[config.mk]
export PLATFORM = sky130hd
export DESIGN_NAME = pitch_tone_gen_flat
export DESIGN_NICKNAME = d
export VERILOG_FILES = /design/src/rtl/pitch_tone_gen_if.sv /design/src/rtl/pitch_tone_gen.sv /design/src/flat_wrapper.sv
export SDC_FILE = /design/constraint.sdc
export NUM_CORES = 1
export LEC_CHECK = 0
export CELL_PAD_IN_SITES_DETAIL_PLACEMENT = 1
export CELL_PAD_IN_SITES_GLOBAL_PLACEMENT = 1
export CORE_MARGIN = 1
export CORE_UTILIZATION = 48
export DETAILED_ROUTE_END_ITERATION = 16
export PLACE_DENSITY_LB_ADDON = 0.05
export SETUP_SLACK_MARGIN = 0.5
export SLEW_MARGIN = 25
export SYNTH_ARGS = -nofsm -noshare
export SYNTH_HDL_FRONTEND = slang
export SYNTH_SLANG_ARGS = --single-unit
export TNS_END_PERCENT = 50
[constraint.sdc]
create_clock -name clk -period 9.14 [get_ports clk]
set_input_delay 1.828 -clock clk [delete_from_list [all_inputs] [get_ports clk]]
set_output_delay 1.828 -clock clk [all_outputs]
set_load 0.01 [all_outputs]
[src/rtl/pitch_tone_gen_if.sv]
// pitch_tone_gen_if -- note command handshake for pitch_tone_gen.
//   cmd_valid : command present (driven by master)
//   cmd_ready : receiver can take a command this cycle (driven by slave)
//   cmd_on    : 1 = note on, 0 = note off
//   cmd_bin   : target tone as a 64-point FFT bin index
interface pitch_tone_gen_if;
  logic       cmd_valid;
  logic       cmd_ready;
  logic       cmd_on;
  logic [4:0] cmd_bin;

  modport master (
    output cmd_valid,
    output cmd_on,
    output cmd_bin,
    input  cmd_ready
  );

  modport slave (
    input  cmd_valid,
    input  cmd_on,
    input  cmd_bin,
    output cmd_ready
  );
endinterface

[src/rtl/pitch_tone_gen.sv]
// pitch_tone_gen -- enveloped triangle-wave tone generator.
// A clock divider produces one sample tick every CLK_DIV cycles. Note
// commands are captured into a one-entry pending register and applied on
// the next tick; an ATTACK/SUSTAIN/RELEASE envelope scales a triangle wave
// derived from a 16-bit phase accumulator.
// Ports:
//   clk          : system clock, rising edge
//   reset        : synchronous, active-high
//   cmd          : pitch_tone_gen_if.slave command handshake
//   sample       : 12-bit offset-binary audio sample (2048 = silence)
//   sample_valid : one-cycle strobe on the cycle after each tick
//   busy         : high whenever the voice is not IDLE
module pitch_tone_gen #(
  parameter int unsigned CLK_DIV  = 50000,
  parameter int unsigned ENV_STEP = 16
) (
  input  logic                    clk,
  input  logic                    reset,
  pitch_tone_gen_if.slave         cmd,
  output logic [11:0]             sample,
  output logic                    sample_valid,
  output logic                    busy
);

  localparam int unsigned DIV_W = (CLK_DIV > 1) ? $clog2(CLK_DIV) : 1;
  localparam logic [DIV_W-1:0] DIV_LAST = DIV_W'(CLK_DIV - 1);
  localparam logic [7:0] STEP8 = 8'(ENV_STEP);
  localparam logic [8:0] STEP9 = 9'(ENV_STEP);
  localparam logic [11:0] MID = 12'd2048;

  typedef enum logic [1:0] {
    IDLE,
    ATTACK,
    SUSTAIN,
    RELEASE
  } state_t;

  state_t           state, state_nx;
  logic [DIV_W-1:0] div_cnt;
  logic             tick;
  logic [15:0]      phase, phase_nx;
  logic [15:0]      inc, inc_nx;
  logic [7:0]       env, env_nx;
  logic             pend_valid;
  logic             pend_on;
  logic [4:0]       pend_bin;
  logic             accept;

  logic             note_on;
  logic             note_off;
  logic [15:0]      bin_inc;
  logic [8:0]       env_sum;
  logic [7:0]       env_up;
  logic [7:0]       env_dn;

  logic [11:0]        p;
  logic [11:0]        tri_w;
  logic signed [12:0] s;
  logic signed [21:0] s_ext;
  logic signed [21:0] env_ext;
  logic signed [21:0] prod;
  logic [11:0]        sample_nx;

  assign tick          = (div_cnt == DIV_LAST);
  assign cmd.cmd_ready = ~pend_valid;
  assign accept        = cmd.cmd_valid & ~pend_valid;
  assign busy          = (state != IDLE);

  // A note-on for bin 0 has no pitch, so it behaves as a note-off.
  assign note_on  = pend_valid & pend_on & (pend_bin != 5'd0);
  assign note_off = pend_valid & ~note_on;
  assign bin_inc  = {1'b0, pend_bin, 10'b0};

  assign env_sum = {1'b0, env} + STEP9;
  assign env_up  = env_sum[8] ? 8'hFF : env_sum[7:0];
  assign env_dn  = (env > STEP8) ? (env - STEP8) : '0;

  // Next voice state, evaluated every cycle but only committed on a tick.
  always_comb begin
    state_nx = state;
    phase_nx = phase;
    inc_nx   = inc;
    env_nx   = env;
    unique case (state)
      IDLE: begin
        phase_nx = '0;
        if (note_on) begin
          inc_nx   = bin_inc;
          env_nx   = STEP8;
          state_nx = ATTACK;
        end
      end
      ATTACK: begin
        phase_nx = phase + inc;
        if (note_off) begin
          env_nx   = env_dn;
          state_nx = RELEASE;
          if (env_dn == '0) begin
            state_nx = IDLE;
            phase_nx = '0;
          end
        end else begin
          if (note_on) inc_nx = bin_inc;
          env_nx = env_up;
          if (env_up == 8'hFF) state_nx = SUSTAIN;
        end
      end
      SUSTAIN: begin
        phase_nx = phase + inc;
        if (note_off) begin
          env_nx   = env_dn;
          state_nx = RELEASE;
          if (env_dn == '0) begin
            state_nx = IDLE;
            phase_nx = '0;
          end
        end else begin
          if (note_on) inc_nx = bin_inc;
          env_nx = 8'hFF;
        end
      end
      RELEASE: begin
        phase_nx = phase + inc;
        env_nx   = env_dn;
        if (note_on) begin
          // Retrigger from RELEASE: envelope continues from where it is.
          inc_nx   = bin_inc;
          state_nx = ATTACK;
        end else if (env_dn == '0) begin
          state_nx = IDLE;
          phase_nx = '0;
        end
      end
      default: begin
        state_nx = IDLE;
        phase_nx = '0;
      end
    endcase
  end

  // Triangle from the top 12 phase bits, centred to signed, scaled by env.
  // Taking prod >>> 8 on two's complement gives floor rounding.
  always_comb begin
    p       = phase_nx[15:4];
    tri_w   = p[11] ? ~{p[10:0], 1'b0} : {p[10:0], 1'b0};
    s       = $signed({1'b0, tri_w}) - 13'sd2048;
    s_ext   = {{9{s[12]}}, s};
    env_ext = {14'b0, env_nx};
    prod    = s_ext * env_ext;
    if (state_nx == IDLE) begin
      sample_nx = MID;
    end else begin
      sample_nx = 12'((prod >>> 8) + 22'sd2048);
    end
  end

  always_ff @(posedge clk) begin
    if (reset) begin
      div_cnt      <= '0;
      state        <= IDLE;
      phase        <= '0;
      inc          <= '0;
      env          <= '0;
      pend_valid   <= 1'b0;
      pend_on      <= 1'b0;
      pend_bin     <= '0;
      sample       <= MID;
      sample_valid <= 1'b0;
    end else begin
      div_cnt      <= tick ? '0 : div_cnt + 1'b1;
      sample_valid <= tick;
      if (tick) begin
        state      <= state_nx;
        phase      <= phase_nx;
        inc        <= inc_nx;
        env        <= env_nx;
        sample     <= sample_nx;
        pend_valid <= 1'b0;
      end
      // accept implies no pending entry, so it never collides with the
      // tick-time clear above; a same-cycle accept waits for the next tick.
      if (accept) begin
        pend_valid <= 1'b1;
        pend_on    <= cmd.cmd_on;
        pend_bin   <= cmd.cmd_bin;
      end
    end
  end

endmodule

[src/flat_wrapper.sv]
// flat-port wrapper written by rule: the top's interface ports become plain ports
module pitch_tone_gen_flat 
#(
  parameter int unsigned CLK_DIV  = 50000,
  parameter int unsigned ENV_STEP = 16
)
  (clk, reset, sample, sample_valid, busy, cmd_cmd_valid, cmd_cmd_on, cmd_cmd_bin, cmd_cmd_ready);
  pitch_tone_gen_if cmd_i ();
  input  logic clk;
  input  logic reset;
  output logic [11:0] sample;
  output logic sample_valid;
  output logic busy;
  input wire logic [$bits(cmd_i.cmd_valid)-1:0] cmd_cmd_valid;
  input wire logic [$bits(cmd_i.cmd_on)-1:0] cmd_cmd_on;
  input wire logic [$bits(cmd_i.cmd_bin)-1:0] cmd_cmd_bin;
  output wire logic [$bits(cmd_i.cmd_ready)-1:0] cmd_cmd_ready;
  assign cmd_i.cmd_valid = cmd_cmd_valid;
  assign cmd_i.cmd_on = cmd_cmd_on;
  assign cmd_i.cmd_bin = cmd_cmd_bin;
  assign cmd_cmd_ready = cmd_i.cmd_ready;
  pitch_tone_gen #(.CLK_DIV(CLK_DIV), .ENV_STEP(ENV_STEP)) u_core (.clk(clk), .reset(reset), .cmd(cmd_i), .sample(sample), .sample_valid(sample_valid), .busy(busy));
endmodule
==> summary.md, run 1 <==
| Metric | Value |
|---|---|
| Drt drc | `0` |
| Static leakage | `3.27 nW` |
| Peak supply drop | `0.0734 mV` |
| GRT met1 Usage | `34.6%` |
| CTS clk-pin slew, worst paths | `0.06 ns` |
| Register area share after synthesis | `18.8%` |
| Final hold vios | `0` |
| Fill cell count | `1655` |
| Final clock skew | `0.00758 ns` |
| RD Place Congestion | `0.939` |
| Slew Viols, Final | `0` |
| Hpwl dp | `13900 um` |
| Critical path type | `register to register` |
| Critical path's largest stage delay | `0.69 ns` |
| Port Buffers | `23` |
| Ys Warns | `0` |
| Share of the synthesized area in the top cell type | `22.7%` |
| RR Startpoint | `u_core.env[4]` |
| Required time of the critical path | `9.37 ns` |
| Pin count of the biggest net entering global routing | `32` |
| Run status | `completed` |
| R2R cell count | `25` |
| Rows | `42` |
| Placement Setup Slack | `1.72 ns` |
| Crit path depth | `25` |
| Vias in the first global route | `6138` |
| Vias | `5567` |
| Largest area contributor in the netlist | `fa_1` |
| Placed cell areas | `7100 sq um` |
| Die Area | `14500 sq um` |
| Period minus WS final | `7.44 ns` |
| Fin Setup TNS | `0 ns` |
| Gr busiest metal | `met2` |
| First-pass GRT wire length | `30300 um` |
| Clk sinks | `63` |
| RSZ-0062 raised after global routing | `no` |
| Slew @ Worst Pin | `1.03 ns` |
| Clock Tree Root | `clkbuf_16` |
| WP data arrival | `7.67 ns` |
| Worst R2R Setup Slack | `1.70 ns` |
| Ratio of final minimum period to clock period | `81.4%` |
| Drt wl/cell | `17.5 um` |
| Ranking of synthesized cells by area | `fa_1, dfxtp_1, ha_1` |
| Final Setup Violations | `0` |
| Ports | `24` |
| Fin area | `7390 sq um` |
| Critical path fanouts, max | `21` |
| Slowest cell on crit path | `o21a_1` |
| Post-Route WL | `17600 um` |
| Number of CTS-inserted buffers | `9` |
| Avg Cell Area, Syn | `8.25 sq um` |
| Slew HR | `31.2%` |
| Hold WC Path Type | `register to register` |
| Crit path from | `u_core.env[4]` |
| DR iter-0 viols | `273` |
| Final ANT Viol Nets | `0` |
| Count of flip-flops with a built-in enable after synthesis | `0` |
| Met2 Track Usage GR | `46.9%` |
| Number of H-tree levels | `3` |
| RR Endpoint | `u_core.sample[8]` |
| TritonCTS clock tree | `yes` |
| Flops & latches, synth | `63` |
| Critical path capture point | `u_core.sample[8]` |
| Die boundary width | `120 um` |
| CP endpoint kind | `register` |
| Buf+Inv Stages, Crit Path | `4` |
| Hold buffer count at CTS | `0` |
| Area Growth Syn to Fin | `10.1%` |
| Max-cap violation count | `0` |
| Most frequent cells in the layout | `inv_1, nor2_1, fa_1` |
| Async S/R FF share, synth | `0%` |
| Synth Flop Type | `dfxtp_1` |
| Die Y | `120 um` |
| DR vias/cell | `5.52` |
| GRT Total Usage | `26.9%` |
| Detailed Routing Iterations Pass 1 | `5` |
| Share of post-route cells with drive strength above 1 | `5.41%` |
| CTS resizes | `0` |
| Clock Tree Buf Depth | `2` |
| CP top delay family | `compound AO/OA/AOI/OAI gates` |
| Crit path launch type | `register` |
| Initial antenna violation count | `0` |
| Core region area | `13500 sq um` |
| GR Overflow Total | `0` |
| Clk_lat worst skew | `0.34 ns` |
| Initial Utilization | `49.9%` |
| Final Hold Slack | `0.454 ns` |
| Final Net Count | `961` |
| Synth cell types | `66` |
| Max Fclk | `0.134 GHz` |
| Ant diodes | `0` |
| Power Total | `0.000644 W` |
| Post-CTS Setup Repair Bufs | `0` |
| Global routing usage on met3 | `3.35%` |
| Cell count after synthesis | `814` |
| Syn Nets | `948` |
| Most common cell after layout, fill and taps aside | `inv_1` |
| Final WS setup | `1.70 ns` |
| PwrDens | `87.2 nW/um^2` |
| Synth Cell Area | `6710 sq um` |
## layer usage
| layer | wire, um | vias up |
|---|---|---|
| li1 | - | 2687 |
| met1 | 8080 | 2793 |
| met2 | 8800 | 62 |
| met3 | 449 | 25 |
| met4 | 309 | 0 |
| met5 | 0 | - |
## layout make-up
class | instances | area [sq um] | share of cell area [%]
clock buffers | 10 | 239 | 3.23
flip-flops and latches | 63 | 1260 | 17.1
clock inverters | 6 | 45.0 | 0.610
inverters | 120 | 450 | 6.10
well taps | 176 | 220 | 2.98
multi-input cells | 601 | 4870 | 66.0
repair buffers | 32 | 298 | 4.03
## worst reg2reg max path, cell delays in order, from the launching register on
cell      delay (ns)
dfxtp_1         0.54
inv_1           0.12
ha_1            0.37
a21oi_1         0.17
o211ai_1        0.22
a31oi_1         0.32
o21a_1          0.69
and2_1          0.32
nand2_1         0.09
fa_1            0.48
inv_1           0.05
fa_1            0.47
fa_1            0.49
inv_1           0.06
fa_1            0.54
inv_1           0.05
ha_1            0.33
a21o_1          0.21
a21o_1          0.17
a21o_1          0.17
a221o_1         0.38
a41o_1          0.26
a21oi_2         0.20
o21bai_2        0.10
a211o_1         0.29
a32o_1          0.25
## worst min-delay path by stage
stage                     startpoint               end  slack [ns]  cells past startpoint
global placement    u_core.sample[3]  u_core.sample[3]        0.43                      2
floorplan           u_core.phase[10]  u_core.phase[10]        0.44                      2
detailed placement  u_core.sample[7]  u_core.sample[7]        0.44                      2
global route        u_core.sample[7]  u_core.sample[7]        0.48                      2
CTS                 u_core.sample[7]  u_core.sample[7]        0.46                      2
finish              u_core.sample[7]  u_core.sample[7]        0.45                      2
## power breakdown
group	internal (W)	switching, W	total (W)	leakage, nW
Sequential	0.000278	0.00000335	0.000281	0.509
Clock	0.000192	0.000139	0.000331	0.131
Combinational	0.0000122	0.0000198	0.0000320	2.63
## Yosys cell counts, types with 4 or more instances
library cell and instances:
nand3_1 23, and3_1 5, nor2b_1 7, nand2b_1 25
o22ai_1 4, and2_1 12, a21o_1 10, or2_2 8
a211oi_1 10, nor3_1 10, nor2_1 107, nand2_1 67
o211ai_1 4, inv_1 119, nand4_1 6, xor2_1 16
buf_1 5, mux2i_1 7, ha_1 49, dfxtp_1 63
clkbuf_1 17, xnor2_1 22, fa_1 76, buf_2 7
nand3b_1 4, o21ai_0 21, a21oi_1 40, a31oi_1 10
or3_1 6
## metrics by stage
step | utilization (%) | cells
2_1_floorplan | - | 814
3_3_place_gp | 52.8 | 992
3_5_place_dp | 52.8 | 992
4_1_cts | 54.9 | 1008
5_1_grt | 54.9 | 1008
6_report | 54.9 | 1008
## cells by family after synthesis
family          synth area share, %
simple gates                   20.9
mux                            1.04
compound gates                 13.9
flops                          18.8
xor+xnor                       4.96
buf+inv                        8.63
fa+ha+maj                      31.8
## registers in the layout, summed over array words and instances (netlist names)
register,cells
u_core.sample_valid,1
u_core.inc,5
u_core.sample,12
u_core.pend_on,1
u_core.pend_bin,5
u_core.div_cnt,16
u_core.pend_valid,1
u_core.env,8
u_core.state,2
u_core.phase,12
Power figures use the tool's default switching activity.
==> run 2: changes to the inputs <==
- CORE_UTILIZATION: 48 -> 43
- clock period: 9.14 -> 6.42 ns (I/O delays scaled with it)
==> run 2 against run 1 <==
  * Non-clock buffer count rose by 109
  * Largest cell class unchanged
  * Sequential cell count unchanged
  * Final area increased by 19%
  * Critical endpoint is now u_core.sample[9]
  * Combinational power up 68%
  * The flow now finishes with violations (setup timing)
  * Clock skew increased by 0.0035 ns
  * Setup slack lost 1.8 ns
  * Clock-buffer cell count decreased by 1
  * Power increased by 65%
  * Routed wire length grew 23%
  * Die area up 11%
  * Maximum frequency up 14%
  * Sequential share of layout area shrank 2.7 points
==> summary.md, run 2 (synthesized netlist as in run 1, its figures left out) <==
| Metric | Value |
|---|---|
| Run status | `finished, violations left` |
| Failing checks | `setup timing` |
| Hold WC Path Type | `register to register` |
| Hold Path Stages | `2` |
| Share of post-route cells with drive strength above 1 | `25.2%` |
| WP data arrival | `6.80 ns` |
| RD Place Congestion | `0.878` |
| Clock Tree Root | `clkbuf_16` |
| Placement Setup Slack | `-0.144 ns` |
| Detailed Routing Iterations Pass 1 | `4` |
| Die boundary width | `127 um` |
| DR vias/cell | `5.49` |
| Initial antenna violation count | `0` |
| Post-Route WL | `21800 um` |
| Required time of the critical path | `6.67 ns` |
| Top reg by flops | `u_core.div_cnt` |
| Die Area | `16100 sq um` |
| CP endpoint kind | `register` |
| Initial Utilization | `44.2%` |
| Slew HR | `36.0%` |
| CTS clk-pin slew, worst paths | `0.07 ns` |
| Seq pwr share | `37.7%` |
| First-pass GRT wire length | `35100 um` |
| Clk sinks | `63` |
| Vias in the first global route | `6917` |
| Final Net Count | `1070` |
| RR Startpoint | `u_core.phase[11]` |
| Pin count of the biggest net entering global routing | `32` |
| Ratio of final minimum period to clock period | `102%` |
| Ant diodes | `0` |
| RSZ-0062 raised after global routing | `yes` |
| Max Fclk | `0.153 GHz` |
| Hpwl dp | `15300 um` |
| Switching power | `0.000259 W` |
| TritonCTS clock tree | `yes` |
| Rows | `45` |
| Vias | `6203` |
| Static leakage | `3.90 nW` |
| Clock Tree Buf Depth | `2` |
| Max-cap violation count | `0` |
| Hold buffer count at CTS | `0` |
| Int Pwr | `0.000802 W` |
| Drt drc | `0` |
| Critical path fanouts, max | `5` |
| Critical path type | `register to register` |
| PwrDens | `120 nW/um^2` |
| Max reg flops | `16` |
| Final Setup Violations | `5` |
| Port Buffers | `23` |
| Slew @ Worst Pin | `0.960 ns` |
| Crit path launch type | `register` |
| Final WS setup | `-0.131 ns` |
| Final clock skew | `0.0111 ns` |
| Worst Hold Path EP | `u_core.sample[5]` |
| Drt wl/cell | `19.3 um` |
| GR Overflow Total | `0` |
| R2R cell count | `27` |
| Die Y | `127 um` |
| DR iter-0 viols | `317` |
| Slew Viols, Final | `0` |
| Switching fraction of total power | `24.4%` |
| Dpl cells | `1078` |
| Period minus WS final | `6.55 ns` |
| Peak supply drop | `0.117 mV` |
| Final Hold Slack | `0.451 ns` |
| Core region area | `15200 sq um` |
| Final hold vios | `0` |
| Final cell count without fillers | `1129` |
| Most common cell after layout, fill and taps aside | `inv_1` |
| RR Endpoint | `u_core.sample[9]` |
| Clock Power Share | `57.2%` |
| Clk_lat worst skew | `0.35 ns` |
| Leading registers by flop count | `u_core.div_cnt x16, u_core.phase x12, u_core.sample x12` |
| Final ANT Viol Nets | `0` |
| Worst R2R Setup Slack | `-0.13 ns` |
| Number of H-tree levels | `3` |
| Most frequent cells in the layout | `inv_1, buf_4, nor2_1` |
| Hold path start | `u_core.sample[5]` |
| GRT Total Usage | `28.4%` |
| Ports | `24` |
| Gate power share | `5.1%` |
| Number of CTS-inserted buffers | `9` |
| Area Growth Syn to Fin | `31.4%` |
## run 2: cell types whose count changed in the layout (fill, tap and decap cells not counted), moves of 7 or more
cell / previous run / this run
buf_4: 9 / 108
nor2_1: 106 / 93
ha_1: 49 / 37
buf_6: 0 / 9
xnor2_1: 22 / 13
ha_4: 0 / 8
inv_1: 119 / 111
inv_2: 0 / 8
nor2_2: 1 / 9
nand2b_1: 25 / 18
## run 2: area by class of cell
type	count	area (sq um)
fill	1762	6380
multi-input combinational	601	5350
sequential	63	1270
timing repair buffer	141	1160
inverter	120	452
tap	188	235
clock buffer	9	225
clock inverter	7	128
## run 2: layer usage
| layer | wire, um | part of all wire, % | GRT usage (%) |
|---|---|---|---|
| met5 | 0 | 0 | 0 |
| met4 | 712 | 3.3 | 13.6 |
| met3 | 697 | 3.2 | 3.71 |
| met2 | 11500 | 53 | 50.5 |
| met1 | 8890 | 41 | 33.9 |
## run 2: power groups by stage
stage,Sequential [W],Combinational [W],Clock [W]
final,0.000400,0.0000539,0.000607
after global routing,0.000401,0.0000586,0.000634
after CTS,0.000400,0.0000529,0.000611
after detailed placement,0.000409,0.0000513,0
after global placement,0.000409,0.0000488,0
after floorplan,0.000408,0.0000299,0
## run 2: what timing repair did
action / 4_1_cts / 5_1_grt
resized for setup: 61 / 28
endpoints found under the setup margin: 12 / 12
pin swaps: 23 / 15
buffers inserted: 22 / 13
## run 2: how the worst max path moves through the flow
stage                                   to               start  cells past startpoint  slack (ns)
after floorplan           u_core.sample[8]    u_core.phase[11]                     26        0.26
after global placement    u_core.sample[9]  u_core.pend_bin[4]                     26       -0.05
after detailed placement  u_core.sample[9]       u_core.env[0]                     24       -0.14
after CTS                 u_core.sample[8]    u_core.phase[11]                     27        0.02
after global routing      u_core.sample[9]    u_core.phase[11]                     28       -0.31
final                     u_core.sample[9]    u_core.phase[11]                     27       -0.13
## run 2: per-stage QoR
step,total power [W],TNS [ns],util (%),instance area [sq um]
finish,0.00106,-0.406,58.0,8820
floorplan,0.000438,0,-,6870
global route,0.00109,-1.63,58.0,8820
detailed placement,0.000461,-0.424,51.4,7820
global placement,0.000458,-0.0682,51.4,7820
CTS,0.00106,0,56.6,8600
## run 2: worst max-delay path, cell delays in order (launching register included)
cell and delay [ns]:
dfxtp_2 0.34, ha_4 0.25, a21o_1 0.12, a21oi_2 0.06
or4b_4 0.51, o311ai_4 0.11, buf_6 0.17, buf_6 0.10
buf_6 0.12, xnor2_4 0.14, nand2b_4 0.19, buf_4 0.10
nor2_1 0.04, fa_1 0.40, fa_1 0.53, fa_1 0.56
inv_2 0.04, fa_1 0.48, inv_1 0.05, ha_2 0.17
a21o_1 0.18, a21o_1 0.17, a21o_1 0.15, a221o_1 0.35
a21oi_2 0.22, a21oi_4 0.11, or4_1 0.47, a32o_1 0.27
==> run 3: changes to the inputs <==
- SLEW_MARGIN: 25 -> not set
==> run 3 against run 2 <==
  * The flow still finishes with violations (setup timing)
  * Non-clock buffer count did not move
  * Clock-buffer cell count did not move
  * Critical path type unchanged
  * Clock skew up 0.0013 ns
==> summary.md, run 3 (synthesized netlist as in run 1, its figures left out) <==
| Metric | Value |
|---|---|
| Ratio of final minimum period to clock period | `102%` |
| Final cell count without fillers | `1129` |
| Initial antenna violation count | `0` |
| Slew Viols, Final | `0` |
| Worst Hold Path EP | `u_core.sample[5]` |
| Clk sinks | `63` |
| Crit path launch type | `register` |
| Worst R2R Setup Slack | `-0.12 ns` |
| Max Fclk | `0.153 GHz` |
| R2R cell count | `28` |
| Leading registers by flop count | `u_core.div_cnt x16, u_core.phase x12, u_core.sample x12` |
| Period minus WS final | `6.54 ns` |
| Peak supply drop | `0.117 mV` |
| CP top delay family | `adder cells` |
| Clk_lat worst skew | `0.36 ns` |
| Number of CTS-inserted buffers | `9` |
| Final ANT Viol Nets | `0` |
| Final hold vios | `0` |
| Buf+Inv Stages, Crit Path | `6` |
| Ports | `24` |
| GRT Total Usage | `28.4%` |
| Slew HR | `23.3%` |
| RR Endpoint | `u_core.sample[8]` |
| Layout Utilization | `58.0%` |
| TritonCTS clock tree | `yes` |
| Area Growth Syn to Fin | `31.3%` |
| CTS clk-pin slew, worst paths | `0.07 ns` |
| Number of H-tree levels | `3` |
| Hold buffer count at CTS | `0` |
| Ant diodes | `0` |
| Final Setup Violations | `4` |
| Critical path fanouts, max | `5` |
| WP data arrival | `6.79 ns` |
| Hpwl dp | `15300 um` |
| Clock Tree Root | `clkbuf_16` |
| Die boundary width | `127 um` |
| Final WS setup | `-0.122 ns` |
| Placement Setup Slack | `-0.144 ns` |
| Post-Route WL | `21800 um` |
| Slowest cell on crit path | `fa_1` |
| RD Place Congestion | `0.878` |
| Max reg flops | `16` |
| RSZ-0062 raised after global routing | `yes` |
| Required time of the critical path | `6.66 ns` |
| Core region area | `15200 sq um` |
| Vias | `6250` |
| First-pass GRT wire length | `35100 um` |
| Die Y | `127 um` |
| Static leakage | `3.90 nW` |
| Failing checks | `setup timing` |
| Final Net Count | `1070` |
| PwrDens | `121 nW/um^2` |
| Share of post-route cells with drive strength above 1 | `25.1%` |
| RR Startpoint | `u_core.phase[11]` |
| Drt wl/cell | `19.3 um` |
| Hold WC Path Type | `register to register` |
| Pin count of the biggest net entering global routing | `32` |
| Hold Path Stages | `2` |
| Dpl cells | `1078` |
| Most frequent cells in the layout | `inv_1, buf_4, nor2_1` |
| Critical path type | `register to register` |
| CP endpoint kind | `register` |
| Most common cell after layout, fill and taps aside | `inv_1` |
| DR iter-0 viols | `311` |
| GR Overflow Total | `0` |
| Hold path start | `u_core.sample[5]` |
| Clock Tree Buf Depth | `2` |
| Initial Utilization | `44.2%` |
| Vias in the first global route | `6917` |
| Power Total | `0.00106 W` |
| Run status | `finished, violations left` |
| Die Area | `16100 sq um` |
| Final clock skew | `0.0124 ns` |
| DR vias/cell | `5.54` |
| Rows | `45` |
| Max-cap violation count | `0` |
| Top reg by flops | `u_core.div_cnt` |
| Port Buffers | `23` |
| Drt drc | `0` |
| Detailed Routing Iterations Pass 1 | `5` |
| Slew @ Worst Pin | `1.15 ns` |
| Critical path's largest stage delay | `0.56 ns` |
## run 3: worst register-to-register path, delay by kind of cell, from the launching register on
family / cells / cell delay (ns)
simple gates: 3 / 0.74
xor+xnor: 1 / 0.14
flops: 1 / 0.34
compound gates: 12 / 2.21
fa+ha+maj: 6 / 2.39
buf+inv: 6 / 0.60
## run 3: power by group
part | total (W) | internal, W | switching [W]
registers | 0.000400 | 0.000395 | 0.00000545
clock network | 0.000610 | 0.000385 | 0.000225
logic | 0.0000540 | 0.0000222 | 0.0000318
total | 0.00106 | 0.000802 | 0.000262
## run 3: how the worst max path moves through the flow
stage	slack (ns)	end	cells past startpoint	startpoint
CTS	0.02	u_core.sample[8]	27	u_core.phase[11]
floorplan	0.26	u_core.sample[8]	26	u_core.phase[11]
finish	-0.12	u_core.sample[8]	28	u_core.phase[11]
detailed placement	-0.14	u_core.sample[9]	24	u_core.env[0]
global route	-0.31	u_core.sample[9]	28	u_core.phase[11]
global placement	-0.05	u_core.sample[9]	26	u_core.pend_bin[4]
## run 3: per-layer routing
layer	wire (um)	GRT usage [%]
met4	802	13.6
met2	11400	50.5
met1	8940	33.9
met3	688	3.71
met5	0	0
## run 3: layout make-up
class	instances	area, sq um
Clock buffer	9	225
Clock inverter	7	128
Fill cell	1762	6390
Inverter	120	452
Multi-Input combinational cell	601	5340
Sequential cell	63	1270
Tap cell	188	235
Timing Repair Buffer	141	1160
## run 3: repair_timing
action,CTS,global route
pin swaps,23,15
setup buffers,22,13
endpoints found under the setup margin,12,12
gates cloned,0,0
gates resized for setup,61,28
## run 3: stage by stage
stage / hold slack [ns] / TNS [ns] / cell area (sq um)
3_5_place_dp: 0.447 / -0.424 / 7820
2_1_floorplan: 0.436 / 0 / 6870
6_report: 0.451 / -0.355 / 8820
4_1_cts: 0.449 / 0 / 8600
5_1_grt: 0.482 / -1.64 / 8820
3_3_place_gp: 0.434 / -0.0682 / 7820
